[src/rtl/pipe_reg_pkg.sv]
// Shared constants and helpers for the pipe_reg_chain retiming pipeline.
// Optional build macro: PIPE_OCCUPANCY_EN (adds the occupancy counter port).
package pipe_reg_pkg;

    localparam int DEFAULT_WIDTH  = 8;
    localparam int DEFAULT_STAGES = 4;

    // Counter width able to hold 0..stages, never narrower than one bit.
    function automatic int occ_width(input int stages);
        int w;
        w = $clog2(stages + 1);
        return (w < 1) ? 1 : w;
    endfunction

endpackage

[src/rtl/pipe_stage.sv]
// One data+valid register slot of the pipe_reg_chain pipeline.
// Readiness is combinational: the slot accepts when empty or when it is draining.
module pipe_stage
    import pipe_reg_pkg::*;
#(
    parameter int WIDTH = DEFAULT_WIDTH
) (
    input  logic             clk,
    input  logic             reset,
    input  logic             flush,
    input  logic             in_valid,
    input  logic [WIDTH-1:0] in_data,
    input  logic             out_ready,
    output logic             in_ready,
    output logic             out_valid,
    output logic [WIDTH-1:0] out_data
);

    logic             valid_q;
    logic             valid_d;
    logic [WIDTH-1:0] data_q;
    logic [WIDTH-1:0] data_d;

    assign in_ready = !valid_q || out_ready;

    always_comb begin
        valid_d = valid_q;
        data_d  = data_q;
        if (in_ready) begin
            valid_d = in_valid;
            // Data only moves with a real item, so bubbles never overwrite it.
            if (in_valid) begin
                data_d = in_data;
            end
        end
        if (flush) begin
            valid_d = 1'b0;
        end
    end

    always_ff @(posedge clk) begin
        if (reset) begin
            valid_q <= 1'b0;
            data_q  <= '0;
        end else begin
            valid_q <= valid_d;
            data_q  <= data_d;
        end
    end

    assign out_valid = valid_q;
    assign out_data  = data_q;

endmodule

[src/rtl/pipe_reg_chain.sv]
// WIDTH-bit, STAGES-deep register pipeline with valid/ready flow control,
// bubble collapsing and synchronous flush. Optional macro: PIPE_OCCUPANCY_EN.
//
// Handshake: a transfer happens on a rising edge where valid && ready are both
// high; valid never depends on ready, ready may depend combinationally on the
// downstream ready, and an offered item is held stable until it transfers.
module pipe_reg_chain
    import pipe_reg_pkg::*;
#(
    parameter int WIDTH  = DEFAULT_WIDTH,
    parameter int STAGES = DEFAULT_STAGES
) (
    input  logic                           clk,
    input  logic                           reset,
    input  logic                           flush,
    input  logic [WIDTH-1:0]               d_in,
    input  logic                           d_valid,
    output logic                           d_ready,
    output logic [WIDTH-1:0]               q_out,
    output logic                           q_valid,
    input  logic                           q_ready
`ifdef PIPE_OCCUPANCY_EN
    ,
    output logic [occ_width(STAGES)-1:0]   occupancy
`endif
);

    for (genvar i = 0; i < STAGES; i++) begin : g_stage
        logic             s_rdy;
        logic             s_valid;
        logic [WIDTH-1:0] s_data;
        logic             prv_valid;
        logic [WIDTH-1:0] prv_data;
        logic             nxt_rdy;

        if (i == 0) begin : g_head
            assign prv_valid = d_valid;
            assign prv_data  = d_in;
        end else begin : g_link
            assign prv_valid = g_stage[i-1].s_valid;
            assign prv_data  = g_stage[i-1].s_data;
        end

        // Ready ripples from the consumer back toward the producer.
        if (i == STAGES - 1) begin : g_tail
            assign nxt_rdy = q_ready;
        end else begin : g_mid
            assign nxt_rdy = g_stage[i+1].s_rdy;
        end

        pipe_stage #(
            .WIDTH(WIDTH)
        ) u_stage (
            .clk      (clk),
            .reset    (reset),
            .flush    (flush),
            .in_valid (prv_valid),
            .in_data  (prv_data),
            .out_ready(nxt_rdy),
            .in_ready (s_rdy),
            .out_valid(s_valid),
            .out_data (s_data)
        );
    end

    assign d_ready = g_stage[0].s_rdy;
    assign q_valid = g_stage[STAGES-1].s_valid;
    assign q_out   = g_stage[STAGES-1].s_data;

`ifdef PIPE_OCCUPANCY_EN
    localparam int OCC_W = occ_width(STAGES);

    logic [OCC_W-1:0] occ_q;
    logic [OCC_W-1:0] occ_d;
    logic             in_xfer;
    logic             out_xfer;

    assign in_xfer  = d_valid && d_ready;
    assign out_xfer = q_valid && q_ready;

    // Tracks the popcount of the valid bits without summing them each cycle.
    always_comb begin
        occ_d = occ_q;
        if (flush) begin
            occ_d = '0;
        end else begin
            occ_d = occ_q + OCC_W'(in_xfer) - OCC_W'(out_xfer);
        end
    end

    always_ff @(posedge clk) begin
        if (reset) begin
            occ_q <= '0;
        end else begin
            occ_q <= occ_d;
        end
    end

    assign occupancy = occ_q;
`endif

endmodule

[config.mk]
export PLATFORM = sky130hd
export DESIGN_NAME = pipe_reg_chain
export DESIGN_NICKNAME = d
export VERILOG_FILES = /design/src/rtl/pipe_reg_pkg.sv /design/src/rtl/pipe_stage.sv /design/src/rtl/pipe_reg_chain.sv
export SDC_FILE = /design/constraint.sdc
export NUM_CORES = 1
export LEC_CHECK = 0
export CAP_MARGIN = 30
export CORE_ASPECT_RATIO = 1.5
export CORE_MARGIN = 10
export CORE_UTILIZATION = 53
export DETAILED_ROUTE_END_ITERATION = 6
export PLACE_DENSITY = 0.74
export SETUP_SLACK_MARGIN = 0.15
export SLEW_MARGIN = 20
export SYNTH_ARGS = -nofsm -noshare
export SYNTH_HDL_FRONTEND = slang
export SYNTH_SLANG_ARGS = --single-unit
[constraint.sdc]
create_clock -name clk -period 1.6 [get_ports clk]
set_input_delay 0.16 -clock clk [delete_from_list [all_inputs] [get_ports clk]]
set_output_delay 0.16 -clock clk [all_outputs]
set_load 0.01 [all_outputs]
## After elaboration in Yosys (flattened, before gate mapping)

Index checks and enable logic that the tools add are counted.

- Word-level logic and storage cells: 21
- Output and inout bits: 10
- Flip-flop bits (word level): 36

- Reduce and logical (&&, ||, !) cells: 13

Operators with widths:

| operator | count |
|---|---|
| 2-bit AND reduction | 4 |
| 1-bit zero test | 4 |
| 1-bit logical OR | 4 |
| 2-bit OR reduction | 1 |

## Depth between registers and ports, before layout

- Depth after elaboration: 6
- Mapped depth: 5
- Depth with buffers taken out: 3

## Cells and area by module

A second synthesis with hierarchy kept.

- Cells, all modules: 164
- Area total of the unflattened synthesis: 1646.6 um^2

Modules (own cells, without submodules):

| module | times used | cells each | area an instance (um^2) | sequential area each (um^2) |
|---|---|---|---|---|
| pipe_stage | 4 | 41 | 411.6 | 180.2 |

## Worst setup path after synthesis

OpenSTA, ideal clock, no wires.

- Path kind: reg-to-reg
- From: register g_stage[3].u_stage.valid_q
- To: register g_stage[0].u_stage.data_q[0]
- Stages on the path, launching flop included: 6
- Buffers on the path: 2
- Path slack: 0.325 ns
- Arrival time: 1.134 ns
- Cells stage by stage: dfxtp_1 nand2b_1 buf_2 buf_2 a41oi_1 o311ai_0

- Cells in the longest elaborated chain, start to end: 6

RTL lines:

| what | RTL line | text |
|---|---|---|
| start, declared | pipe_stage.sv:19 | `logic valid_q;` |
| start signal, assigned | pipe_stage.sv:46 | `valid_q <= valid_d;` |
| 1-bit zero test | pipe_stage.sv:24 | `assign in_ready = !valid_q \|\| out_ready;` |
| 1-bit logical OR (4 in a row) | pipe_stage.sv:24 |  |
| 2-bit AND reduction (no line) | n/a |  |
| end signal, assigned | pipe_stage.sv:47 | `data_q <= data_d;` |
| end, declared | pipe_stage.sv:21 | `logic [WIDTH-1:0] data_q;` |

Every way passes these cells.
A chain may end at the register's enable or synchronous reset.

## Worst setup path in the final report

- From: register g_stage[3].u_stage.valid_q
- To: output port d_ready

- Cells in the longest elaborated chain, start to end: 5

RTL lines:

| what | RTL line | text |
|---|---|---|
| 1-bit zero test | pipe_stage.sv:24 |  |
| 1-bit logical OR (4 in a row) | pipe_stage.sv:24 |  |
| end, declared | pipe_reg_chain.sv:18 | `output logic d_ready,` |

Every way passes these cells.

==> results.cfg <==
[outcome]
run_status = complete, no violations

[synth]
netlist_top_cells_area = sky130_fd_sc_hd__dfxtp_1 (44%), sky130_fd_sc_hd__a21oi_1 (5.6%), sky130_fd_sc_hd__mux2i_1 (4.9%), sky130_fd_sc_hd__a31o_1 (4.3%), sky130_fd_sc_hd__a41oi_1 (4.3%)
yosysSeqAreaShare_pct = 44.4
yosysTopAreaCellShare_pct = 44.4
postSynth.asyncResetShare_pct = 0
yosys.area.top_type = sky130_fd_sc_hd__dfxtp_1
synth_cell_types = 25
synth.yosys.warnings = 0
syn_nets = 188
postSynthAreaPerCell_sq_um = 9.27
netlist_area_sq_um = 1620
ys_seq_elements = 36
edff_count_synth = 0
syn_inst = 175
most_used_dff_post_synth = sky130_fd_sc_hd__dfxtp_1

[drt]
postRouteAntennaNets = 0
viasPerCell = 5.95
via_count = 1404
routed_wirelength_microns = 3420
detailedRoute.firstPassIterationCount = 4
drt_drc_violations_left = 0
avgRoutedWirePerCell_microns = 14.5
initialDrtViolationCount = 53

[worst_setup_path]
end_kind = primary output
critPathMaxFanout = 4
worst_ep_required_time_ps = 1440
ws_path_type = reg2out
crit_start = g_stage[3].u_stage.out_valid
r2r_start = g_stage[2].u_stage.out_valid
worstSetupStartpointType = register
cp_data_arrival_time_ps = 1220

[die]
dieWidth_microns = 65.2
number_of_top_level_pins = 23
design.core.area_sq_um = 2910
initial_core_util_pct = 55.7
placementRows = 24
fp.dieH_microns = 87.7
dieArea_sq_um = 5720

[min_path]
startpoint_of_the_tightest_hold_check_path = g_stage[2].u_stage.out_data[2]
worst_hold_path_type = reg2reg

[global_routing]
groute.usage.overall_pct = 13.0
grt_first_pass_wirelength_microns = 6020
grt_antenna_before_repair = 0
maximum_number_of_pins_on_one_net_before_global_route_repair = 37
grt_remaining_overflow = 0
first_global_vias = 1387

[clock_network]
worst_skew_pair.late_latency_ps = 290
htree_num_levels = 2
numCtsBuffers = 5
cts_tree = built
cts_max_path_buffers = 2
cts_num_sinks = 36
clk_pin_slew_worst_paths_ps = 60
cts_root_buf = sky130_fd_sc_hd__clkbuf_8
count_of_hold_fix_buffers_inserted_at_cts = 0
cts_post_setup_buffers_inserted = 0

[place]
detailed_place_hpwl_microns = 2520
globalplace.congestion = 0.702
port-buffer-count = 22

[timing]
hold-worst-slack_ps = 463
setup-tns-final_ps = 0
slew_headroom_pct = 53.6
finalHoldViolations = 0
min_period_ps = 1380
rsz0062_at_grt = yes
fin_worst_skew_ps = 4.47
setup_viol = 0
tightest_slew_ps = 695
drv_slew = 0
max_freq_ghz = 0.725
period_share_pct = 86.2

[final_layout]
area_delta_synth_final_pct = 21.3
antenna_diode_count = 0
num-nets-final = 209
drive_above_1_share_pct = 11.7

[power_and_ir_drop]
cellLeakagePower_nw = 0.731
power_per_cell_area_nw_per_um2 = 880
tot_pwr_mw = 1.73
worst_case_vdd_ir_drop_v = 0.000769

[run]
max_cap_violations = 0
-- sequential cells by signal, indices dropped and copies added, names as in the netlist --
name                       count
g_stage.u_stage.out_data      32
g_stage.u_stage.out_valid      4
-- repair_timing --
item,in CTS,in global routing
gates resized for setup,2,0
endpoints found under the setup margin,2,3
pin swaps,0,0
-- layout make-up --
type	count	area (sq um)
multi-input combinational	117	778
fill	253	946
tap	39	48.8
timing repair buffer	33	314
clock buffer	8	90.1
sequential	36	722
inverter	3	13.8
-- worst paths after layout --
| kind | depth (start not counted) | slack (ps) | to |
|---|---|---|---|
| worst max-delay path | 3 | 220 | d_ready |
| worst min-delay path | 2 | 460 | g_stage[2].u_stage.out_data[2] |
| worst max register to register | 4 | 330 | g_stage[2].u_stage.out_data[6] |
| worst min register to register | 2 | 460 | g_stage[2].u_stage.out_data[2] |
-- where the power goes --
| group | internal, mW | total [mW] | switching (mW) |
|---|---|---|---|
| logic | 0.0721 | 0.137 | 0.0651 |
| registers | 0.923 | 0.940 | 0.0170 |
| clock network | 0.351 | 0.654 | 0.303 |
| total | 1.35 | 1.73 | 0.385 |
-- metal layers --
layer  part of all wire [%]  vias up  global-route usage (%)
li1                       -      693                       -
met1                     39      661                    11.6
met2                     53       43                    24.7
met3                    5.9        7                    4.22
met4                    2.3        0                    7.62
met5                      0        -                       0
-- metrics by stage --
step	area, sq um	worst slack [ps]	util (%)	cells
floorplan	1620	325	-	175
global placement	1880	24.4	64.4	228
detailed placement	1880	-58.7	64.4	228
CTS	1970	204	67.5	236
global route	1970	133	67.5	236
finish	1970	221	67.5	236
-- critical path: stages, from the launching register on --
cell	delay, ps
sky130_fd_sc_hd__dfxtp_2	370
sky130_fd_sc_hd__nor2b_1	180
sky130_fd_sc_hd__nand2_1	80
sky130_fd_sc_hd__dlygate4sd2_1	290
-- layout by cell type (no fill, tap or decap) --
cell | Yosys | layout
sky130_fd_sc_hd__mux2i_1 | 8 | 8
sky130_fd_sc_hd__and3_2 | 1 | 1
sky130_fd_sc_hd__o21ai_4 | 1 | 1
sky130_fd_sc_hd__inv_4 | 1 | 1
sky130_fd_sc_hd__a41oi_1 | 8 | 8
sky130_fd_sc_hd__nand3_1 | 8 | 8
sky130_fd_sc_hd__nand4b_4 | 1 | 1
sky130_fd_sc_hd__clkbuf_8 | 0 | 6
sky130_fd_sc_hd__a21oi_1 | 18 | 18
sky130_fd_sc_hd__nor2b_1 | 1 | 1
sky130_fd_sc_hd__inv_1 | 2 | 2
sky130_fd_sc_hd__nor3b_1 | 8 | 8
sky130_fd_sc_hd__a31o_1 | 8 | 8
sky130_fd_sc_hd__clkdlybuf4s50_1 | 0 | 21
sky130_fd_sc_hd__nand4_1 | 8 | 8
sky130_fd_sc_hd__clkbuf_1 | 6 | 2
sky130_fd_sc_hd__nor3_1 | 2 | 2
sky130_fd_sc_hd__o311ai_0 | 8 | 8
sky130_fd_sc_hd__a211oi_1 | 2 | 2
sky130_fd_sc_hd__buf_12 | 0 | 1
sky130_fd_sc_hd__dfxtp_2 | 0 | 1
sky130_fd_sc_hd__o21ai_0 | 8 | 8
sky130_fd_sc_hd__dlygate4sd2_1 | 0 | 1
sky130_fd_sc_hd__nand2b_1 | 9 | 9
sky130_fd_sc_hd__dfxtp_1 | 36 | 35
sky130_fd_sc_hd__buf_4 | 1 | 10
sky130_fd_sc_hd__nand2_1 | 17 | 17
sky130_fd_sc_hd__and2_4 | 1 | 1
-- Yosys cell counts, types with 2 or more instances --
cell,count
sky130_fd_sc_hd__nand3_1,8
sky130_fd_sc_hd__a41oi_1,8
sky130_fd_sc_hd__clkbuf_1,6
sky130_fd_sc_hd__a211oi_1,2
sky130_fd_sc_hd__nor3_1,2
sky130_fd_sc_hd__mux2i_1,8
sky130_fd_sc_hd__a21oi_1,18
sky130_fd_sc_hd__o21ai_0,8
sky130_fd_sc_hd__nand2_1,17
sky130_fd_sc_hd__nand4_1,8
sky130_fd_sc_hd__nor3b_1,8
sky130_fd_sc_hd__inv_1,2
sky130_fd_sc_hd__buf_6,3
sky130_fd_sc_hd__a31o_1,8
sky130_fd_sc_hd__o311ai_0,8
sky130_fd_sc_hd__nand2b_1,9
sky130_fd_sc_hd__dfxtp_1,36
sky130_fd_sc_hd__buf_2,9
-- kinds of logic (layout without fill, tap and decap cells) --
kind of cell,count (synthesis),in the layout,share of synthesized area (%)
muxes,8,8,4.94
and+or+nand+nor,56,56,20.1
AOI/OAI and AO/OA,53,53,22.9
buffers and inverters,22,44,7.56
DFF,36,36,44.4
No activity file was read; power rests on OpenSTA's default activity.
==> edit: new RTL, same settings <==
Change the package constant `DEFAULT_STAGES` from 4 to 3.
--- a/src/rtl/pipe_reg_pkg.sv
+++ b/src/rtl/pipe_reg_pkg.sv
@@ -3,7 +3,7 @@
 package pipe_reg_pkg;
 
     localparam int DEFAULT_WIDTH  = 8;
-    localparam int DEFAULT_STAGES = 4;
+    localparam int DEFAULT_STAGES = 3;
 
     // Counter width able to hold 0..stages, never narrower than one bit.
     function automatic int occ_width(input int stages);
Formal check against the unedited RTL: not equivalent (Yosys sat finds a counterexample within 4 cycles, from zero or initial values and one cycle with reset high).
==> edit against the unedited design <==
Routed wire length down 36%. First-iteration DRC count down 77%. Total power down 37%. Clock power down 57%. Sequential cell count down 9. Area after synthesis down 30%. Setup slack better by 0.00085 ns. Die area down 23%. Sequential power down 26%. Worst hold slack worse by 0.040 ns. Clock skew down 0.0015 ns. Fmax about the same. Cell area down 27%. Global-route usage down 3.3 points. Critical path type unchanged. Critical endpoint is now q_valid. Largest power group unchanged.
==> edit: results (changes against the unedited design) <==
| Metric | Value |
|---|---|
| Hold worst-path end | g_stage[0].u_stage.out_data[3] (was g_stage[2].u_stage.out_data[2]) |
| # H-tree levels | 1 (was 2) |
| Metal2 WL | 1020 um (was 1800 um) |
| Cells after Synth | 112 (was 175) |
| Met3 usage | 0.0362 (was 0.0422) |
| Slew @ Worst Pin | 0.471 ns (was 0.695 ns) |
| Hold path cells | 3 (was 2) |
| Outcome | complete, no violations (unchanged) |
| Root Driver | clkbuf_4 (was clkbuf_8) |
| Clock share of power | 0.261 (was 0.378) |
| Leakage power | 0.506 nW (was 0.731 nW) |
| Synth top area cells | dfxtp_1 48%, nand2b_1 9.4%, mux2i_1 7.1% (was dfxtp_1 44%, a21oi_1 5.6%, mux2i_1 4.9%) |
| Reg-to-Reg End | g_stage[1].u_stage.out_data[6] (was g_stage[2].u_stage.out_data[6]) |
| Setup Skew | 0.00295 ns (was 0.00447 ns) |
| Via density | 5.42 (was 5.95) |
| Hold Startpoint | d_in[3] (was g_stage[2].u_stage.out_data[2]) |
| VDD IR max | 0.505 mV (was 0.769 mV) |
| # diodes | 0 (unchanged) |
| CP startpoint | g_stage[2].u_stage.out_valid (was g_stage[3].u_stage.out_valid) |
| Detail Placement HPWL | 1710 um (was 2520 um) |
| M1 wire length | 987 um (was 1340 um) |
| Vias in the first global route | 851 (was 1,387) |
| Worst reg2reg startpoint | g_stage[1].u_stage.out_valid (was g_stage[2].u_stage.out_valid) |
| Synth cell count leaders | 27 x dfxtp_1, 17 x nand2b_1, 9 x a21oi_1, 9 x nand4b_1 (was 36 x dfxtp_1, 18 x a21oi_1, 17 x nand2_1) |
| P_seq | 0.695 mW (was 0.940 mW) |
| CTS max path bufs | 2 (unchanged) |
| Final Non-Filler Cells | 161 (was 236) |
| DR WL met3 | 151 um (was 202 um) |
| GRT Total Usage | 0.0968 (was 0.130) |
| Reg-to-reg slack, setup | 0.31 ns (was 0.33 ns) |
| CP peak stage delay | 0.54 ns (was 0.37 ns) |
| Worst Setup EP | q_valid (was d_ready) |
| Post-synth cell types | 19 (was 25) |
| Sequential share of the synthesized area | 0.476 (was 0.444) |
| Nets | 153 (was 209) |
| Worst skew pair latency | 0.32 ns (was 0.29 ns) |
| TritonCTS buffer count | 3 (was 5) |
| Worst hold path class | input port to flip-flop (was flip-flop to flip-flop) |
| Max reg flops | 24 (was 32) |
| CP max-delay cell | clkdlybuf4s50_1 (was dfxtp_2) |
| Sequential Power Share | 0.639 (was 0.543) |
| RePlAce Congestion | 0.782 (was 0.702) |
| GR met2 Demand/Resource | 0.157 (was 0.247) |
| Routing usage on met1 | 0.102 (was 0.116) |
| Routed WL per cell | 13.6 um (was 14.5 um) |
| Largest net degree at the start of global routing | 26 (was 37) |
| P_int | 0.850 mW (was 1.35 mW) |
| Delay-heaviest family, CP | buffers and inverters (was flip-flops) |
| Worst-path clk slew | 0.13 ns (was 0.06 ns) |
[edit: through the flow]
step            util  hold WS [ns]  setup slack [ns]  setup TNS (ns)  area (sq um)
3_5_place_dp   0.689         0.461           -0.0649          -0.237          1400
5_1_grt        0.707         0.423             0.151               0          1430
4_1_cts        0.702         0.411             0.157               0          1420
3_3_place_gp   0.689         0.457           -0.0183         -0.0713          1400
2_1_floorplan      -         0.225             0.533               0          1130
6_report       0.707         0.424             0.222               0          1430
[edit: logic make-up (layout without fill, tap and decap cells)]
| kind of cell | Yosys count | in the layout | share of synthesized area |
|---|---|---|---|
| compound gates | 29 | 29 | 0.185 |
| buf+inv | 11 | 38 | 0.0540 |
| flops | 27 | 27 | 0.476 |
| mux | 8 | 8 | 0.0706 |
| simple gates | 37 | 37 | 0.214 |
[edit: area by class of cell]
type | instances | area [sq um]
timing repair buffer | 32 | 294
tap | 22 | 27.5
fill | 172 | 594
clock buffer | 4 | 26.3
sequential | 27 | 542
inverter | 2 | 7.51
multi-input combinational | 74 | 536
